File: src/rtl/demux_1_4_16_buf_pkg.sv
// rtl/demux_1_4_16_buf_pkg.sv - shared types and constants for the buffered 1:4 demux
package demux_pkg;

  typedef logic [1:0] sel_t;

  typedef enum logic [1:0] {
    EMPTY = 2'd0,
    ONE   = 2'd1,
    FULL  = 2'd2
  } cnt_t;

  localparam int CHANNELS = 4;
  localparam int DEPTH    = 2;

  localparam sel_t SEL_A = 2'd0;
  localparam sel_t SEL_B = 2'd1;
  localparam sel_t SEL_C = 2'd2;
  localparam sel_t SEL_D = 2'd3;

  // One-hot strobe for the channel named by a select code
  function automatic logic [CHANNELS-1:0] sel_decode(input sel_t s);
    logic [CHANNELS-1:0] one;
    one = {{(CHANNELS-1){1'b0}}, 1'b1};
    return one << s;
  endfunction

endpackage

File: src/rtl/demux_1_4_16_buf_if.sv
// rtl/demux_1_4_16_buf_if.sv - producer/consumer bus for the buffered 1:4 demux
interface demux_1_4_16_buf_if #(
  parameter int WIDTH = 16
);
  import demux_pkg::*;

  logic [WIDTH-1:0]    In_Data;
  sel_t                SelectBit;
  logic                In_Valid;
  logic                In_Ready;
  logic [WIDTH-1:0]    Out_A;
  logic [WIDTH-1:0]    Out_B;
  logic [WIDTH-1:0]    Out_C;
  logic [WIDTH-1:0]    Out_D;
  logic [CHANNELS-1:0] Out_Valid;
  logic [CHANNELS-1:0] Out_Ready;

  modport master (
    output In_Data, SelectBit, In_Valid, Out_Ready,
    input  In_Ready, Out_A, Out_B, Out_C, Out_D, Out_Valid
  );

  modport slave (
    input  In_Data, SelectBit, In_Valid, Out_Ready,
    output In_Ready, Out_A, Out_B, Out_C, Out_D, Out_Valid
  );

endinterface

File: src/rtl/chan_fifo_2x16.sv
// rtl/chan_fifo_2x16.sv - two-entry per-channel FIFO with EMPTY/ONE/FULL count FSM
module chan_fifo_2x16
  import demux_pkg::*;
#(
  parameter int WIDTH = 16
) (
  input  logic             Clk,
  input  logic             Reset_n,
  input  logic             Push,
  input  logic [WIDTH-1:0] Push_Data,
  input  logic             Pop,
  output logic [WIDTH-1:0] Head,
  output logic             Valid,
  output logic             Full
);

  cnt_t             state_q, state_d;
  logic [WIDTH-1:0] head_q, head_d;
  logic [WIDTH-1:0] tail_q, tail_d;
  logic             do_push;
  logic             do_pop;

  // Pop on an empty channel and push into a full one are both no-ops
  assign do_push = Push && (state_q != FULL);
  assign do_pop  = Pop  && (state_q != EMPTY);

  always_ff @(posedge Clk or negedge Reset_n) begin
    if (!Reset_n) begin
      state_q <= EMPTY;
      head_q  <= '0;
      tail_q  <= '0;
    end else begin
      state_q <= state_d;
      head_q  <= head_d;
      tail_q  <= tail_d;
    end
  end

  always_comb begin
    state_d = state_q;
    head_d  = head_q;
    tail_d  = tail_q;
    case (state_q)
      EMPTY: begin
        if (do_push) begin
          state_d = ONE;
          head_d  = Push_Data;
        end
      end
      ONE: begin
        case ({do_push, do_pop})
          2'b10: begin
            state_d = FULL;
            tail_d  = Push_Data;
          end
          2'b01: state_d = EMPTY;
          // Head leaves while the new word arrives: it becomes the head directly
          2'b11: head_d = Push_Data;
          default: ;
        endcase
      end
      FULL: begin
        if (do_pop) begin
          state_d = ONE;
          head_d  = tail_q;
        end
      end
      default: state_d = EMPTY;
    endcase
  end

  assign Head  = head_q;
  assign Valid = (state_q != EMPTY);
  assign Full  = (state_q == FULL);

endmodule

File: src/rtl/demux_1_4_16_buf.sv
// rtl/demux_1_4_16_buf.sv - buffered 1:4 demux routing words by select into four 2-deep channels
module demux_1_4_16_buf
  import demux_pkg::*;
#(
  parameter int WIDTH = 16
) (
  input  logic              Clk,
  input  logic              Reset_n,
  demux_1_4_16_buf_if.slave bus
);

  logic [CHANNELS-1:0] push;
  logic [CHANNELS-1:0] full;
  logic [CHANNELS-1:0] valid;
  logic [WIDTH-1:0]    head [CHANNELS];

  // Readiness reflects only the selected channel's occupancy, never its consumer
  assign bus.In_Ready = !full[bus.SelectBit];
  assign push         = (bus.In_Valid && bus.In_Ready) ? sel_decode(bus.SelectBit) : '0;

  for (genvar i = 0; i < CHANNELS; i++) begin : g_chan
    chan_fifo_2x16 #(
      .WIDTH(WIDTH)
    ) u_chan (
      .Clk       (Clk),
      .Reset_n   (Reset_n),
      .Push      (push[i]),
      .Push_Data (bus.In_Data),
      .Pop       (bus.Out_Ready[i]),
      .Head      (head[i]),
      .Valid     (valid[i]),
      .Full      (full[i])
    );
  end

  assign bus.Out_Valid = valid;
  assign bus.Out_A     = head[SEL_A];
  assign bus.Out_B     = head[SEL_B];
  assign bus.Out_C     = head[SEL_C];
  assign bus.Out_D     = head[SEL_D];

endmodule

File: src/flat_wrapper.sv
// flat-port wrapper written by rule: the top's interface ports become plain ports
module demux_1_4_16_buf_flat import demux_pkg::*;
#(
  parameter int WIDTH = 16
)
  (Clk, Reset_n, bus_In_Data, bus_SelectBit, bus_In_Valid, bus_Out_Ready, bus_In_Ready, bus_Out_A, bus_Out_B, bus_Out_C, bus_Out_D, bus_Out_Valid);
  demux_1_4_16_buf_if #(.WIDTH(WIDTH)) bus_i ();
  input  logic Clk;
  input  logic Reset_n;
  input wire logic [$bits(bus_i.In_Data)-1:0] bus_In_Data;
  input wire logic [$bits(bus_i.SelectBit)-1:0] bus_SelectBit;
  input wire logic [$bits(bus_i.In_Valid)-1:0] bus_In_Valid;
  input wire logic [$bits(bus_i.Out_Ready)-1:0] bus_Out_Ready;
  output wire logic [$bits(bus_i.In_Ready)-1:0] bus_In_Ready;
  output wire logic [$bits(bus_i.Out_A)-1:0] bus_Out_A;
  output wire logic [$bits(bus_i.Out_B)-1:0] bus_Out_B;
  output wire logic [$bits(bus_i.Out_C)-1:0] bus_Out_C;
  output wire logic [$bits(bus_i.Out_D)-1:0] bus_Out_D;
  output wire logic [$bits(bus_i.Out_Valid)-1:0] bus_Out_Valid;
  assign bus_i.In_Data = bus_In_Data;
  assign bus_i.SelectBit = bus_SelectBit;
  assign bus_i.In_Valid = bus_In_Valid;
  assign bus_i.Out_Ready = bus_Out_Ready;
  assign bus_In_Ready = bus_i.In_Ready;
  assign bus_Out_A = bus_i.Out_A;
  assign bus_Out_B = bus_i.Out_B;
  assign bus_Out_C = bus_i.Out_C;
  assign bus_Out_D = bus_i.Out_D;
  assign bus_Out_Valid = bus_i.Out_Valid;
  demux_1_4_16_buf #(.WIDTH(WIDTH)) u_core (.Clk(Clk), .Reset_n(Reset_n), .bus(bus_i));
endmodule
File: config.mk
export PLATFORM = sky130hd
export DESIGN_NAME = demux_1_4_16_buf_flat
export DESIGN_NICKNAME = d
export VERILOG_FILES = /design/src/rtl/demux_1_4_16_buf_pkg.sv /design/src/rtl/demux_1_4_16_buf_if.sv /design/src/rtl/chan_fifo_2x16.sv /design/src/rtl/demux_1_4_16_buf.sv /design/src/flat_wrapper.sv
export SDC_FILE = /design/constraint.sdc
export NUM_CORES = 1
export LEC_CHECK = 0
export ABC_CLOCK_PERIOD_IN_PS = 2500
export BUFFER_PORTS_ARGS = -buffer_cell sky130_fd_sc_hd__buf_4
export CELL_PAD_IN_SITES_DETAIL_PLACEMENT = 0
export CELL_PAD_IN_SITES_GLOBAL_PLACEMENT = 1
export CORE_ASPECT_RATIO = 1.75
export CORE_UTILIZATION = 43
export CTS_CLUSTER_SIZE = 28
export DETAILED_ROUTE_END_ITERATION = 7
export GPL_TIMING_DRIVEN = 0
export MAX_ROUTING_LAYER = met4
export PLACE_DENSITY = 0.74
export SYNTH_ARGS = -nofsm -noshare
export SYNTH_HDL_FRONTEND = slang
export SYNTH_SLANG_ARGS = --single-unit
File: constraint.sdc
create_clock -name Clk -period 2.5 [get_ports Clk]
set_input_delay 0.5 -clock Clk [delete_from_list [all_inputs] [get_ports Clk]]
set_output_delay 0.5 -clock Clk [all_outputs]
set_load 0.005 [all_outputs]
==> metrics.yaml, run 1 <==
outcome: "complete, no violations"
reg2reg_slack_ns: 0.08
core_sq_mm: 0.0144
ys_ff_latch: 136
syn_inst: 436
io_buffers: 92
n_antenna_cell: 0
synthDistinctLibCells: 32
ioPinCount: 94
min-delay-start: "bus_Out_Ready[0]"
maxSlewViolCount: 0
worstPathMaxFanout: 10
slew_headroom_pct: 62.6
final_cells: 751
p_total_mw: 10.8
finalSetupViolCount: 0
dieArea_sq_mm: 0.0153
final_hold_viol_count: 0
p_per_area_mw_per_mm2: 1330
antenna_found_initial: 0
vdd_ir_drop_max_mv: 0.648
regToRegEndpoint: "u_core.g_chan[0].u_chan.Head[9]"
synth_warnings: 0
worst_pin_slew_ns: 0.561
drt_iter0_drc: 88
h-tree-depth: 4
clk_pin_slew_ns: 0.06
finalCritPeriodShare_pct: 96.7
drc: 0
synth_largest_area_cell: "dfrtp_1"
synth_async_sr_flop_share_pct: 100
max_freq_ghz: 0.414
cap_violations: 0
skew_ns: 0.00715
r2r_start: "u_core.g_chan[0].u_chan.state_q[1]"
final_layout_size_suffix_gt1_share_pct: 64.3
routedWlPerCell_um: 18.4
fin_util_pct: 56.1
drt-vias-per-instance: 5.23
crit_required_ns: 2.79
post-place-cells: 709
drt-total-wl_um: 13800
fp.dieH_um: 163
rr_worst_depth: 11
critPathLaunchType: "flip-flop"
syn_area_sq_mm: 0.00638
synth_top_flop_cell: "dfrtp_1"
finalSetupTns_ns: 0
syn_nets: 473
syn_to_final_growth_pct: 27.0
arrival_ns: 2.71
cts_root_buffer: "clkbuf_16"
tritoncts: "built"
grt_pass1_vias: 4203
num_vias: 3930
numCtsBuffers: 17
hp-class: "in2reg"
cts_buffer_depth: 2
syn_avg_cell_area_sq_um: 14.6
end_kind: "flip-flop"
path_class: "reg2reg"
p_leak_nw: 3.69
min_period_ns: 2.42
synth_enable_flop_cells: 0
grt_pass1_wl_um: 22100
start_util_pct: 44.2
pre_cts_ws_ns: -0.464
cts_sinks: 136
whs_path_depth: 2
clk_latency_ns: 0.41
grt-ovfl-total: 0
grt_use_total_pct: 20.0
drt_pass1_iterations: 4
synth_area_leaders: "dfrtp_1, mux2_2, ha_1, mux2_4, buf_2"
grt_max_degree: 103
synthTopCellsByCount: "mux2_2, dfrtp_1, buf_2"
setup_slack_ns: 0.0830
dpl.hpwl_um: 9640
fin_nets: 596
synth.most_common_cell: "mux2_2"
rows: 58
detail-route-antenna-nets: 0
ys_seq_area_share_pct: 53.4
gp_congestion: 0.750
yosys.area.top_type_share_pct: 53.4
die_w_um: 94.1
hold_path_end: "u_core.g_chan[0].u_chan.state_q[1]"
worst max-delay path: stages (launching register included):
cell      delay, ns
dfrtp_2        0.40
nor2b_1        0.14
buf_6          0.14
buf_8          0.15
or3_4          0.38
inv_2          0.07
ha_1           0.15
nand2b_1       0.09
a22oi_4        0.19
buf_12         0.15
buf_12         0.12
mux2_4         0.30
per-stage QoR:
step                instance area [sq um]  hold slack, ns
CTS                                  8030           0.283
finish                               8100           0.300
floorplan                            6380           0.204
detailed placement                   7330           0.421
global route                         8100           0.279
global placement                     7300           0.481
layer usage:
metal	wire length, um	GRT usage (%)
met4	238	6.57
met1	5390	22.2
met3	455	4.52
met2	7730	35.0
met5	0	-
cell families after synthesis:
logic type                 synth area share [%]
muxes                                      34.8
and+or+nand+nor                            4.38
buffers and inverters                      3.00
adders and majority gates                  2.35
AOI/OAI and AO/OA                          2.06
DFF                                        53.4
registers in the layout, indices dropped and copies added, names as in the netlist:
signal / count
u_core.g_chan.u_chan.state_q: 8
u_core.g_chan.u_chan.tail_q: 64
u_core.g_chan.u_chan.Head: 64
how the worst max path moves through the flow:
stage                                              end                                from  slack [ns]  cells past startpoint
global route        u_core.g_chan[1].u_chan.tail_q[10]  u_core.g_chan[1].u_chan.state_q[0]       -0.01                      9
floorplan             u_core.g_chan[1].u_chan.Head[10]  u_core.g_chan[1].u_chan.state_q[1]        0.02                     10
global placement     u_core.g_chan[1].u_chan.tail_q[6]  u_core.g_chan[1].u_chan.state_q[0]       -0.43                     10
finish                 u_core.g_chan[0].u_chan.Head[9]  u_core.g_chan[0].u_chan.state_q[1]        0.08                     11
CTS                  u_core.g_chan[1].u_chan.tail_q[7]  u_core.g_chan[1].u_chan.state_q[1]       0.006                      8
detailed placement  u_core.g_chan[1].u_chan.tail_q[14]  u_core.g_chan[1].u_chan.state_q[0]       -0.46                     10
where the power goes:
part | internal, mW | total [mW] | switching (mW)
combinational | 2.77 | 4.29 | 1.53
sequential | 3.33 | 3.97 | 0.636
clock | 1.58 | 2.52 | 0.936
cells in the final DEF (no fill, tap or decap), drive strengths merged, types with 5 or more instances in the layout:
cell type  synthesis  routed
mux2             192     192
clkbuf             4      20
buf               21     126
nand2b            10      10
nor2b              5       5
nand2              7       7
clkinv             0       7
inv               11      11
ha                12      12
a22oi              8       8
dfrtp            136     136
timing repair:
action,4_1_cts,5_1_grt
setup endpoints to repair,66,31
pin swaps,2,1
endpoints found under the hold margin,34,0
hold buffers,1,0
gates cloned,1,0
setup buffers,6,8
gates resized for setup,11,9
cell type report:
type / instances / area (sq um)
inverters: 11 / 41.3
clock inverters: 13 / 155
well taps: 180 / 225
repair buffers: 109 / 877
clock buffers: 18 / 439
fillers: 1198 / 6340
multi-input cells: 264 / 2790
plain buffers: 20 / 165
flip-flops and latches: 136 / 3410
No activity file was read; power rests on OpenSTA's default activity.
==> run 2: changes to the inputs <==
ABC_AREA = 1   (was default)
CORE_UTILIZATION = 38   (was 43)
PLACE_DENSITY = 0.72   (was 0.74)
==> run 2 against run 1 <==
Die area rose by 12%. Global-route usage grew 2.2 points. Area after synthesis fell by 0.71%. Clock skew increased by 0.0037 ns.
==> metrics.yaml, run 2 <==
drt-vias-per-instance: 5.01  # was 5.23
worstPathMaxFanout: 10  # unchanged
p_per_area_mw_per_mm2: 1320  # was 1330 mW/mm^2
grt_use_total_pct: 22.2  # was 20.0%
clk_latency_ns: 0.42  # was 0.41 ns
grt_max_degree: 80  # was 103
antenna_found_initial: 0  # unchanged
dieArea_sq_mm: 0.0172  # was 0.0153 sq mm
synth_largest_area_cell: "dfrtp_1"  # unchanged
drt_pass1_iterations: 5  # was 4
h-tree-depth: 4  # unchanged
fin_util_pct: 48.7  # was 56.1%
path_class: "reg2reg"  # unchanged
syn_inst: 755  # was 436
syn_nets: 792  # was 473
design_area_sq_mm: 0.00797  # was 0.00810 sq mm
vdd_ir_drop_max_mv: 0.650  # was 0.648 mV
detail-route-antenna-nets: 0  # unchanged
drt_iter0_drc: 282  # was 88
end_kind: "flip-flop"  # unchanged
finalCritPeriodShare_pct: 92.4  # was 96.7%
num_vias: 5535  # was 3,930
synthDistinctLibCells: 21  # was 32
final_layout_size_suffix_gt1_share_pct: 18.5  # was 64.3%
crit_required_ns: 2.85  # was 2.79 ns
cts_root_buffer: "clkbuf_16"  # unchanged
synth_async_sr_flop_share_pct: 100  # unchanged
drc: 0  # unchanged
postPlaceCellArea_sq_mm: 0.00734  # was 0.00733 sq mm
synth.most_common_cell: "nand2_1"  # was mux2_2
start_util_pct: 38.7  # was 44.2%
final_hold_viol_count: 0  # unchanged
cts_sinks: 136  # unchanged
ys_seq_area_share_pct: 53.7  # was 53.4%
synthTopCellsByCount: "nand2_1, dfrtp_1, o21ai_0"  # was mux2_2, dfrtp_1, buf_2
cap_violations: 0  # unchanged
grt_pass1_wl_um: 28700  # was 22,100 um
synth_enable_flop_cells: 0  # unchanged
final_common_cell: "nand2_1"  # was mux2_2
dpl.hpwl_um: 12800  # was 9640 um
numCtsBuffers: 17  # unchanged
cts_buffer_depth: 2  # unchanged
fillers: 1607  # was 1,198
drt-total-wl_um: 17400  # was 13,800 um
fin_nets: 904  # was 596
finalSetupTns_ns: 0  # unchanged
synth_top_flop_cell: "dfrtp_1"  # unchanged
routedWlPerCell_um: 15.8  # was 18.4 um
synth_area_leaders: "dfrtp_1, nand2_1, o21ai_0, nand4_1, ha_1"  # was dfrtp_1, mux2_2, ha_1, mux2_4, buf_2
multi_input_area_sq_mm: 0.00259  # was 0.00279 sq mm
max_freq_ghz: 0.433  # was 0.414 GHz
skew_ns: 0.0108  # was 0.00715 ns
final_cell_mix: "nand2_1, dfrtp_1, o21ai_0"  # was mux2_2, dfrtp_1, buf_4
gp_congestion: 0.790  # was 0.750
syn_area_sq_mm: 0.00633  # was 0.00638 sq mm
fp.dieH_um: 173  # was 163 um
p_total_mw: 10.5  # was 10.8 mW
finalSetupViolCount: 0  # unchanged
syn_to_final_growth_pct: 25.8  # was 27.0%
yosys.area.top_type_share_pct: 53.7  # was 53.4%
synth_warnings: 0  # unchanged
ys_ff_latch: 136  # unchanged
maxSlewViolCount: 0  # unchanged
ff_latch_area_sq_mm: 0.00340  # was 0.00341 sq mm
critPathLaunchType: "flip-flop"  # unchanged
grt-ovfl-total: 0  # unchanged
ioPinCount: 94  # unchanged
tritoncts: "built"  # unchanged
p_leak_nw: 3.97  # was 3.69 nW
outcome: "complete, no violations"  # unchanged
n_antenna_cell: 0  # unchanged
rows: 62  # was 58
die_w_um: 99.6  # was 94.1 um
worst_pin_slew_ns: 0.547  # was 0.561 ns
io_buffers: 93  # was 92
min_period_ns: 2.31  # was 2.42 ns
syn_avg_cell_area_sq_um: 8.39  # was 14.6 sq um
fin_hold_ws_ns: 0.0549  # was 0.300 ns
slew_headroom_pct: 63.5  # was 62.6%
core_sq_mm: 0.0164  # was 0.0144 sq mm
grt_pass1_vias: 5511  # was 4,203
arrival_ns: 2.66  # was 2.71 ns
hp-class: "in2async"  # was in2reg
cts_setup_buffers: 0  # was 6
clk_pin_slew_ns: 0.06  # about the same
## run 2: changes by cell type in the layout (fill, tap and decap cells not counted), moves of 5 or more
cell | before | now
inv_1 | 10 | 40
nand2_1 | 7 | 284
o21ai_0 | 2 | 112
mux2_4 | 10 | 0
nand4_1 | 1 | 64
buf_4 | 112 | 98
nor2_1 | 2 | 14
nor2b_1 | 5 | 0
o21ai_1 | 0 | 17
mux2_2 | 182 | 0
nor2_4 | 0 | 5
clkbuf_1 | 1 | 29
nand2b_1 | 10 | 0
## run 2: per-stage QoR
stage / setup WS [ns] / std cells
floorplan: 0.473 / 755
global route: -0.00107 / 1104
CTS: 0.0497 / 1105
global placement: 0.00306 / 1072
finish: 0.189 / 1104
detailed placement: -0.0579 / 1073
## run 2: final cells by class
cell class                      count  share of cell area [%]
Inverter                           44                    2.07
Buffer                             43                    2.45
Sequential cell                   136                    42.7
Clock inverter                     14                    2.17
Timing Repair Buffer               94                    9.15
Tap cell                          224                    3.52
Multi-Input combinational cell    531                    32.5
Clock buffer                       18                    5.39
## run 2: what timing repair did
item,CTS,global route
hold buffers,0,0
endpoints found under the hold margin,0,0
setup endpoints to repair,0,78
gates resized for setup,0,14
## run 2: cell families after synthesis
group	synth area share, %
flip-flops	53.7
buffers and inverters	5.69
adder cells (fa/ha/maj)	2.37
AO/OA/AOI/OAI	10.8
AND/OR/NAND/NOR	27.4
## run 2: worst paths after layout
path / startpoint / to / slack [ns] / cells after the start
hold reg to reg: u_core.g_chan[2].u_chan.Head[0] / u_core.g_chan[2].u_chan.Head[0] / 0.47 / 2
min in group Clk: u_core.g_chan[2].u_chan.Head[0] / u_core.g_chan[2].u_chan.Head[0] / 0.47 / 2
max in group asynchronous: Reset_n / u_core.g_chan[3].u_chan.tail_q[2] / 1.64 / 2
setup / recovery: u_core.g_chan[0].u_chan.state_q[1] / u_core.g_chan[3].u_chan.Head[7] / 0.19 / 13
hold / removal: Reset_n / u_core.g_chan[0].u_chan.Head[9] / 0.05 / 1
setup reg to reg: u_core.g_chan[0].u_chan.state_q[1] / u_core.g_chan[3].u_chan.Head[7] / 0.19 / 13
## run 2: metal layers
metal | global-route usage, % | vias to the layer above | share of wire, %
met5 | - | - | 0
met4 | 7.90 | 0 | 2.8
met3 | 3.84 | 27 | 3.6
met2 | 37.5 | 137 | 52
met1 | 26.5 | 2644 | 41
li1 | - | 2727 | -
## run 2: power by group
group | leakage, nW | internal, mW | switching (mW) | total (mW)
logic | 1.98 | 1.71 | 2.33 | 4.04
registers | 1.70 | 3.28 | 0.644 | 3.92
clock network | 0.291 | 1.57 | 0.973 | 2.55
## run 2: critical path, cell delays in order (launching register included)
cell and delay [ns]:
dfrtp_1 0.40, inv_2 0.11, nor2_4 0.08, nand2_1 0.07, nand2_1 0.08, nor2_4 0.19, nand3_2 0.14, inv_1 0.10
ha_1 0.15, nand2_1 0.05, nand2_1 0.24, clkbuf_1 0.36, nand4_1 0.16, nand2_1 0.10
==> run 3: changes to the inputs <==
ABC_AREA = 0   (was 1)
CORE_MARGIN = 2   (was default)
CORE_UTILIZATION = 43   (was 38)
PLACE_DENSITY = 0.74   (was 0.72)
==> run 3 against run 2 <==
Clock skew fell by 0.0032 ns. Sequential power rose by 2%. Sequential share of layout area fell by 0.058 points. Worst setup slack got worse by 0.072 ns. Die area fell by 7.8%. First-iteration DRC count fell by 39%. Count of clock-buffer cells in the layout did not move. Routed wire length fell by 22%. Clock power fell by 2%. Critical endpoint is now u_core.g_chan[0].u_chan.state_q[1]. Largest power group unchanged.
==> metrics.yaml, run 3 (synthesis gave the netlist of run 1 again) <==
drt_pass1_iterations: 4  # was 5
num_vias: 3854  # was 5,535
critPathLaunchType: "flip-flop"  # unchanged
grt_use_total_pct: 19.2  # was 22.2%
tritoncts: "built"  # unchanged
h-tree-depth: 4  # unchanged
drt-vias-per-instance: 5.18  # was 5.01
arrival_ns: 2.71  # was 2.66 ns
rsz0062_at_grt: "false"
grt_max_degree: 92  # was 80
finalSetupViolCount: 0  # unchanged
hp-class: "in2async"  # unchanged
final_hold_viol_count: 0  # unchanged
finalCritPeriodShare_pct: 95.3  # was 92.4%
cap_violations: 0  # unchanged
cp-startpoint: "u_core.g_chan[0].u_chan.state_q[1]"  # unchanged
ff_latch_area_sq_mm: 0.00341  # was 0.00340 sq mm
crit_required_ns: 2.83  # was 2.85 ns
p_per_area_mw_per_mm2: 1320  # about the same
cts_buffer_depth: 2  # unchanged
worstPathMaxFanout: 19  # was 10
dpl.hpwl_um: 9580  # was 12,800 um
post-place-cells: 709  # was 1,073
worst_pin_slew_ns: 0.553  # was 0.547 ns
final_cell_mix: "mux2_2, dfrtp_1, buf_4"  # was nand2_1, dfrtp_1, o21ai_0
cts_sinks: 136  # unchanged
drt-total-wl_um: 13600  # was 17,400 um
final_common_cell: "mux2_2"  # was nand2_1
dieArea_sq_mm: 0.0159  # was 0.0172 sq mm
grt-ovfl-total: 0  # unchanged
final_cells: 744  # was 1,104
slew_headroom_pct: 63.1  # was 63.5%
path_class: "reg2reg"  # unchanged
multi_input_area_sq_mm: 0.00278  # was 0.00259 sq mm
fin_nets: 588  # was 904
ioPinCount: 94  # unchanged
gp_congestion: 0.714  # was 0.790
skew_ns: 0.00763  # was 0.0108 ns
pre_cts_ws_ns: -0.496  # was -0.0579 ns
routedWlPerCell_um: 18.3  # was 15.8 um
outcome: "complete, no violations"  # unchanged
n_antenna_cell: 0  # unchanged
min_period_ns: 2.38  # was 2.31 ns
rows: 58  # was 62
cts_root_buffer: "clkbuf_16"  # unchanged
r2r_start: "u_core.g_chan[0].u_chan.state_q[1]"  # unchanged
die_w_um: 96.1  # was 99.6 um
grt_pass1_wl_um: 22200  # was 28,700 um
syn_to_final_growth_pct: 25.3  # was 25.8%
p_total_mw: 10.6  # was 10.5 mW
core_sq_mm: 0.0144  # was 0.0164 sq mm
setup_slack_ns: 0.117  # was 0.189 ns
maxSlewViolCount: 0  # unchanged
wl_met2_um: 7550  # was 9140 um
wl_met3_um: 462  # was 633 um
drt_iter0_drc: 171  # was 282
end_kind: "flip-flop"  # unchanged
grt_pass1_vias: 4208  # was 5,511
fin_util_pct: 55.3  # was 48.7%
fp.dieH_um: 165  # was 173 um
p_leak_nw: 3.63  # was 3.97 nW
numCtsBuffers: 17  # unchanged
start_util_pct: 44.2  # was 38.7%
fillers: 1226  # was 1,607
io_buffers: 92  # was 93
wirelength_met1_um: 5290  # was 7160 um
top_layer_used: "met4"  # unchanged
max_freq_ghz: 0.420  # was 0.433 GHz
vdd_ir_drop_max_mv: 0.647  # was 0.650 mV
fin_hold_ws_ns: 0.0167  # was 0.0549 ns
drc: 0  # unchanged
clk_latency_ns: 0.41  # was 0.42 ns
antenna_found_initial: 0  # unchanged
clk_pin_slew_ns: 0.06  # about the same
final_layout_size_suffix_gt1_share_pct: 63.8  # was 18.5%
detail-route-antenna-nets: 0  # unchanged
-- run 3: cell types whose count changed in the layout (fill, tap and decap cells not counted), sizes merged, moves of 14 or more --
cell	change
o21ai	-127
nand2	-283
mux2	+192
inv	-30
nand4	-63
nor2	-17
clkbuf	-30
buf	+14
-- run 3: where the power goes --
group	internal [mW]	switching [mW]	total, mW
clock	1.50	1.01	2.50
combinational	2.63	1.45	4.09
sequential	3.33	0.651	3.98
total	7.46	3.11	10.6
-- run 3: layer usage --
layer / vias up / global-route usage (%)
met1: 1974 / 21.8
met2: 78 / 33.1
li1: 1781 / -
met4: 0 / 7.01
met5: - / -
met3: 21 / 3.86
-- run 3: final cells by class --
class	count	area share (%)
buffer	19	1.88
timing repair buffer	102	9.88
clock inverter	14	2.07
inverter	11	0.517
multi-input combinational	264	34.8
tap	180	2.82
sequential	136	42.6
clock buffer	18	5.37
-- run 3: repair_timing --
item	4_1_cts	5_1_grt
setup buffers	4	5
endpoints found under the setup margin	66	39
cloned	0	0
pin swaps	2	0
hold buffers	0	0
gates resized for setup	4	11
-- run 3: final timing paths --
| path | slack (ns) | to | cells past startpoint |
|---|---|---|---|
| min | 0.02 | u_core.g_chan[1].u_chan.Head[12] | 1 |
| max | 0.12 | u_core.g_chan[0].u_chan.state_q[1] | 7 |
| min in group Clk | 0.29 | u_core.g_chan[1].u_chan.state_q[1] | 2 |
| max reg2reg | 0.12 | u_core.g_chan[0].u_chan.state_q[1] | 7 |
| min reg2reg | 0.50 | u_core.g_chan[0].u_chan.tail_q[11] | 1 |
| max in group asynchronous | 1.66 | u_core.g_chan[3].u_chan.state_q[1] | 2 |
-- run 3: metrics by stage --
step | TNS, ns | cell area [sq um]
global placement | -17.44 | 7300
floorplan | 0 | 6380
detailed placement | -20.83 | 7330
CTS | 0 | 7940
finish | 0 | 7990
global route | 0 | 7990
-- run 3: worst max-delay path, cell delays in order, from the launching register on --
cell and delay (ns):
dfrtp_2 0.45, nor2b_1 0.15, buf_6 0.19, or3_1 0.40, inv_2 0.09, ha_1 0.24
or4b_2 0.68, o21ai_0 0.09
